**src/rtl/matrix_alu_sequencer.sv**
```systemverilog
// Command sequencer for the 5x5 matrix ALU: loads operand rows, starts the ALU, streams result rows.
// Optional performance counters (op_count, stall_count) are enabled by defining SEQ_PERF_CNT_EN.
//
// state   | meaning
// IDLE    | waiting for a command, cmd_ready high
// LOAD_A  | accepting operand A rows 0..4
// LOAD_B  | accepting operand B rows 0..4 (binary ops only)
// EXEC    | one-cycle alu_start pulse, latency counter loaded
// WAIT    | counting down the ALU latency
// CAPTURE | registering ALU result and overflow
// SEND    | streaming result rows 0..4
module matrix_alu_sequencer #(
  parameter int ROWS         = 5,
  parameter int ROW_W        = 40,
  parameter int MULT_LATENCY = 8,
  parameter int COMB_LATENCY = 1
) (
  input  logic                    clk,
  input  logic                    rst,
  input  logic                    cmd_valid,
  output logic                    cmd_ready,
  input  logic [2:0]              cmd_op,
  input  logic [7:0]              cmd_scalar,
  input  logic                    in_valid,
  output logic                    in_ready,
  input  logic [ROW_W-1:0]        in_data,
  output logic                    out_valid,
  input  logic                    out_ready,
  output logic [ROW_W-1:0]        out_data,
  output logic                    out_last,
  output logic                    out_overflow,
  output logic                    cmd_error,
  output logic                    busy,
`ifdef SEQ_PERF_CNT_EN
  output logic [15:0]             op_count,
  output logic [15:0]             stall_count,
`endif
  output logic [2:0]              alu_op_code,
  output logic [ROWS*ROW_W-1:0]   alu_matrix_a,
  output logic [ROWS*ROW_W-1:0]   alu_matrix_b,
  output logic [7:0]              alu_scalar,
  output logic                    alu_start,
  input  logic [ROWS*ROW_W-1:0]   alu_result,
  input  logic                    alu_overflow
);

  typedef enum logic [2:0] {
    S_IDLE, S_LOAD_A, S_LOAD_B, S_EXEC, S_WAIT, S_CAPTURE, S_SEND
  } state_t;

  localparam logic [2:0] LAST_ROW = 3'(ROWS - 1);

  state_t state, state_nxt;
  logic [ROWS-1:0][ROW_W-1:0] mat_a, mat_b, result_q;
  logic [2:0] op_q;
  logic [7:0] scalar_q;
  logic       need_b;
  logic       ovf_q;
  logic [2:0] row_cnt;
  logic [7:0] lat_cnt;
  logic       op_bad;
  logic       op_binary;
  logic       row_last;
  logic       alu_drive;

  assign op_bad    = (cmd_op == 3'b101) || (cmd_op == 3'b111);
  assign op_binary = (cmd_op == 3'b000) || (cmd_op == 3'b001) || (cmd_op == 3'b110);
  assign row_last  = (row_cnt == LAST_ROW);

  always_ff @(posedge clk) begin
    if (!rst) state <= S_IDLE;
    else      state <= state_nxt;
  end

  always_comb begin
    state_nxt = state;
    cmd_ready = 1'b0;
    in_ready  = 1'b0;
    out_valid = 1'b0;
    out_last  = 1'b0;
    alu_start = 1'b0;
    case (state)
      S_IDLE: begin
        cmd_ready = 1'b1;
        if (cmd_valid && !op_bad) state_nxt = S_LOAD_A;
      end
      S_LOAD_A: begin
        in_ready = 1'b1;
        if (in_valid && row_last) state_nxt = need_b ? S_LOAD_B : S_EXEC;
      end
      S_LOAD_B: begin
        in_ready = 1'b1;
        if (in_valid && row_last) state_nxt = S_EXEC;
      end
      S_EXEC: begin
        alu_start = 1'b1;
        state_nxt = S_WAIT;
      end
      S_WAIT:    if (lat_cnt == 8'd0) state_nxt = S_CAPTURE;
      S_CAPTURE: state_nxt = S_SEND;
      S_SEND: begin
        out_valid = 1'b1;
        out_last  = row_last;
        if (out_ready && row_last) state_nxt = S_IDLE;
      end
      default: state_nxt = S_IDLE;
    endcase
  end

  always_ff @(posedge clk) begin
    if (!rst) begin
      mat_a     <= '0;
      mat_b     <= '0;
      result_q  <= '0;
      op_q      <= '0;
      scalar_q  <= '0;
      need_b    <= 1'b0;
      ovf_q     <= 1'b0;
      row_cnt   <= '0;
      lat_cnt   <= '0;
      cmd_error <= 1'b0;
    end else begin
      cmd_error <= 1'b0;
      case (state)
        S_IDLE: if (cmd_valid) begin
          op_q      <= cmd_op;
          scalar_q  <= cmd_scalar;
          need_b    <= op_binary;
          row_cnt   <= '0;
          cmd_error <= op_bad;
        end
        S_LOAD_A: if (in_valid) begin
          mat_a[row_cnt] <= in_data;
          row_cnt        <= row_last ? 3'd0 : row_cnt + 3'd1;
          // unary ops must see a zero B operand, not the previous command's
          if (row_last && !need_b) mat_b <= '0;
        end
        S_LOAD_B: if (in_valid) begin
          mat_b[row_cnt] <= in_data;
          row_cnt        <= row_last ? 3'd0 : row_cnt + 3'd1;
        end
        S_EXEC:  lat_cnt <= (op_q == 3'b110) ? 8'(MULT_LATENCY) : 8'(COMB_LATENCY);
        S_WAIT:  if (lat_cnt != 8'd0) lat_cnt <= lat_cnt - 8'd1;
        S_CAPTURE: begin
          result_q <= alu_result;
          ovf_q    <= alu_overflow;
          row_cnt  <= '0;
        end
        S_SEND: if (out_ready) row_cnt <= row_last ? 3'd0 : row_cnt + 3'd1;
        default: ;
      endcase
    end
  end

`ifdef SEQ_PERF_CNT_EN
  always_ff @(posedge clk) begin
    if (!rst) begin
      op_count    <= '0;
      stall_count <= '0;
    end else begin
      if (state == S_CAPTURE) op_count <= op_count + 16'd1;
      if (state == S_SEND && !out_ready && stall_count != 16'hFFFF)
        stall_count <= stall_count + 16'd1;
    end
  end
`endif

  // operands are presented to the ALU only while it is working on them
  assign alu_drive    = (state == S_EXEC) || (state == S_WAIT) || (state == S_CAPTURE);
  assign alu_op_code  = alu_drive ? op_q : 3'b000;
  assign alu_matrix_a = alu_drive ? mat_a : '0;
  assign alu_matrix_b = alu_drive ? mat_b : '0;
  assign alu_scalar   = alu_drive ? scalar_q : 8'd0;
  assign out_data     = (state == S_SEND) ? result_q[row_cnt] : '0;
  assign out_overflow = ovf_q;
  assign busy         = (state != S_IDLE);

endmodule

```
**config.mk**
```make
export PLATFORM = sky130hd
export DESIGN_NAME = matrix_alu_sequencer
export DESIGN_NICKNAME = d
export VERILOG_FILES = /design/src/rtl/matrix_alu_sequencer.sv
export SDC_FILE = /design/constraint.sdc
export NUM_CORES = 2
export LEC_CHECK = 0
export ABC_AREA = 1
export ABC_CLOCK_PERIOD_IN_PS = 1750
export CAP_MARGIN = 20
export CORE_ASPECT_RATIO = 0.9
export CORE_MARGIN = 2
export CORE_UTILIZATION = 35
export CTS_CLUSTER_SIZE = 14
export DETAILED_ROUTE_END_ITERATION = 16
export GPL_ROUTABILITY_DRIVEN = 0
export PLACE_DENSITY = 0.61
export SLEW_MARGIN = 20
export SYNTH_ARGS = -nofsm -noshare
export SYNTH_HDL_FRONTEND = slang
export SYNTH_SLANG_ARGS = --single-unit
export TNS_END_PERCENT = 20
```
**constraint.sdc**
```tcl
create_clock -name clk -period 1.75 [get_ports clk]
set_input_delay 0.175 -clock clk [delete_from_list [all_inputs] [get_ports clk]]
set_output_delay 0.175 -clock clk [all_outputs]
set_load 0.02 [all_outputs]
```
==> flow_summary.yaml <==
status:
  outcome: "complete, but fails checks"
  failed_checks: "negative setup slack"
pwr:
  p_per_area_nw_per_um2: 1130
  p_leak_nw: 14.7
  irDropWorstVdd_mv: 0.680
placed_design:
  dpl.cell_count: 5447
  dpl-instance-area_um2: 35900
  dp_hpwl_um: 79600
  pre_cts_slack_ns: -0.565
  portBuffers: 715
critical_path:
  path_delay_family: "buffers and inverters"
  arrival_ns: 2.06
  cp_common_cell: "buf_12"
  crit_path_end_kind: "output pin"
  reg2reg_slack_ns: -0.40
  crit_fanout: 8
  reg2reg_from: "row_cnt[1]"
  crit_path_top_delay_cell: "dfxtp_4"
  crit_buf_inv: 4
  crit_path_start: "state[2]"
  startpoint_type: "flip-flop"
  cp_slowest_stage_delay_ns: 0.39
  cp.required_ns: 1.57
  worstPathCellList: "inv_4 -> nand2_4 -> nand2_8 -> buf_12 -> buf_12 -> nor2_1 -> dlygate4sd2_1"
  path_class: "flip-flop to output pin"
hold_path:
  hold_class: "primary input to flip-flop"
  min-delay-start: "alu_result[46]"
sta:
  fin_hold_ws_ns: 0.134
  setup_ws_ns: -0.486
  fin_crit_ns: 2.24
  slew_violations: 0
  worstMarginPinSlew_ns: 0.642
  rsz0062_at_grt: "true"
  hold_viol: 0
  relSlewSlack_pct: 57.2
  finalClockSkew_ns: 0.0332
  tns_ns: -213.42
  finalSetupViolCount: 900
  fmax_mhz: 447
  finalCritPeriodShare_pct: 128
synth:
  synth_cell_type_count: 26
  ys_ff_latch: 628
  netlist_area_um2: 26400
  ys_warn_count: 0
  ys_seq_area_share_pct: 47.6
  synth_nets: 4087
  syn-instance-count: 3826
  synth_area_per_cell_um2: 6.90
clock_network:
  cts-root-buf: "clkbuf_16"
  clk_pin_slew_worst_paths_ns: 0.06
  clock_sinks: 628
  cts_tree: "done"
  cts_buffer_depth: 3
  cts_buffers: 70
  ctsHtreeMaxLevel: 3
  clk_latency_ns: 0.62
global_routing:
  grt_max_degree: 128
  grt_pass1_wl_um: 165000
  gr-usage-all-layers_pct: 27.8
  grt_pass1_vias: 26500
  antenna_found_initial: 18
  overflow: 0
floorplan:
  fp.dieW_um: 294
  die_area_um2: 77700
  core_um2: 74600
  rows: 95
  initial_utilization_pct: 35.4
  die_h_um: 265
  io_pins: 716
routing:
  vias: 28200
  wl_per_cell_um: 20.2
  drtIter0Drc: 1986
  vias_per_cell: 5.00
  dr.pass1.iters: 6
  drc: 0
  antenna_left: 0
  drt-total-wl_um: 114000
finish:
  finalInstanceArea_um2: 40000
  multi_input_area_um2: 12000
  nets: 4865
  drive_gt1_share_pct: 22.1
  areaGrowthSynthToFinish_pct: 51.3
  final-seq-area_um2: 12600
  fill_cells: 7286
  final_cells: 5635
job:
  max-cap-violations: 0
[layout by cell type (no fill, tap or decap), drive strengths merged, types with 4 or more instances in the layout]
| master | instances |
|---|---|
| nand2 | 668 |
| diode | 10 |
| dlygate4sd2 | 79 |
| a21oi | 677 |
| o22ai | 17 |
| clkdlybuf4s50 | 258 |
| a22oi | 16 |
| clkdlybuf4s15 | 22 |
| clkbuf | 110 |
| nand3 | 207 |
| a41oi | 23 |
| o21ai | 278 |
| nor2 | 471 |
| bufinv | 4 |
| inv | 539 |
| dfxtp | 628 |
| buf | 620 |
| ha | 4 |
| clkinv | 20 |
[cell families (layout without fill, tap and decap cells)]
group           Yosys count  after routing  synth area share (%)
xor+xnor                  2              2                0.0663
other cells               0             10                     0
simple gates           1351           1351                  20.3
flops                   628            628                  47.6
fa+ha+maj                 4              4                 0.190
buf+inv                 826           1655                  12.0
compound gates         1015           1015                  19.9
[repair_timing]
item                                   4_1_cts  5_1_grt
pin swaps                                   21       18
resized for setup                         1157     1061
setup endpoints to repair                  761     1060
gates cloned                                10        8
buffers inserted                            31       10
endpoints found under the hold margin       12        0
hold buffers                                 1        0
[stage by stage]
| step | utilization (%) | total power, W |
|---|---|---|
| floorplan | - | 0.0220 |
| global placement | 48.1 | 0.0274 |
| detailed placement | 48.1 | 0.0275 |
| CTS | 52.3 | 0.0441 |
| global route | 53.5 | 0.0469 |
| finish | 53.5 | 0.0451 |
[cells in the mapped netlist]
| cell type | count | share of area (%) |
|---|---|---|
| inv_2 | 46 | 0.65 |
| buf_2 | 48 | 0.91 |
| nor2_4 | 1 | 0.043 |
| nor2_1 | 467 | 6.6 |
| o21ai_2 | 2 | 0.066 |
| o221ai_1 | 2 | 0.066 |
| nand3_1 | 207 | 3.9 |
| nand3b_1 | 1 | 0.028 |
| or2_2 | 1 | 0.024 |
| xor2_1 | 2 | 0.066 |
| a21oi_1 | 677 | 13 |
| nand2_1 | 665 | 9.5 |
| a41oi_1 | 23 | 0.76 |
| clkbuf_1 | 234 | 3.3 |
| a211oi_1 | 2 | 0.057 |
| o22ai_1 | 17 | 0.40 |
| nor2_2 | 3 | 0.071 |
| nand2_2 | 3 | 0.071 |
| buf_1 | 4 | 0.057 |
| inv_1 | 494 | 7.0 |
| ha_1 | 4 | 0.19 |
| a22oi_1 | 16 | 0.45 |
| nor3_1 | 2 | 0.038 |
| o21ai_0 | 276 | 5.2 |
| nand4_1 | 1 | 0.024 |
| dfxtp_1 | 628 | 48 |
[path summary, 6_finish.rpt]
check	depth (start not counted)	to
setup / recovery	7	alu_matrix_a[10]
hold / removal	3	result_q[46]
setup reg to reg	8	mat_a[55]
hold reg to reg	2	mat_a[179]
[state kept, by name, summed over array words and instances (netlist names)]
| name | count |
|---|---|
| cmd_error | 1 |
| need_b | 1 |
| scalar_q | 8 |
| state | 3 |
| mat_b | 200 |
| row_cnt | 3 |
| mat_a | 200 |
| op_q | 3 |
| lat_cnt | 8 |
| result_q | 200 |
| out_overflow | 1 |
[final cells by class]
cell class                      instances  share of cell area (%)
Sequential cell                       628                    31.5
Clock inverter                         25                   0.670
Timing Repair Buffer                  992                    24.6
Inverter                              540                    5.19
Tap cell                              970                    3.04
Antenna cell                           10                  0.0626
Clock buffer                           98                    5.03
Multi-Input combinational cell       2372                    29.9
[power breakdown]
group | switching, W | internal, W | leakage [nW]
registers | 0.000517 | 0.0154 | 5.08
clock network | 0.00619 | 0.00863 | 1.12
logic | 0.00878 | 0.00558 | 8.47
[worst register-to-register path: cells and delay by family, from the launching register on]
kind            cells  cell delay, ns
compound gates      2            0.34
buf+inv             3            0.80
flops               1            0.38
simple gates        3            0.51
[routing by layer]
| metal | up-vias | track usage, % | wire length, µm |
|---|---|---|---|
| met5 | - | 0 | 46 |
| met4 | 8 | 11.1 | 4780 |
| met3 | 243 | 5.89 | 8060 |
| met2 | 1037 | 48.2 | 55200 |
| met1 | 13200 | 33.5 | 45700 |
| li1 | 13700 | - | - |
No activity file was read; power rests on OpenSTA's default activity.
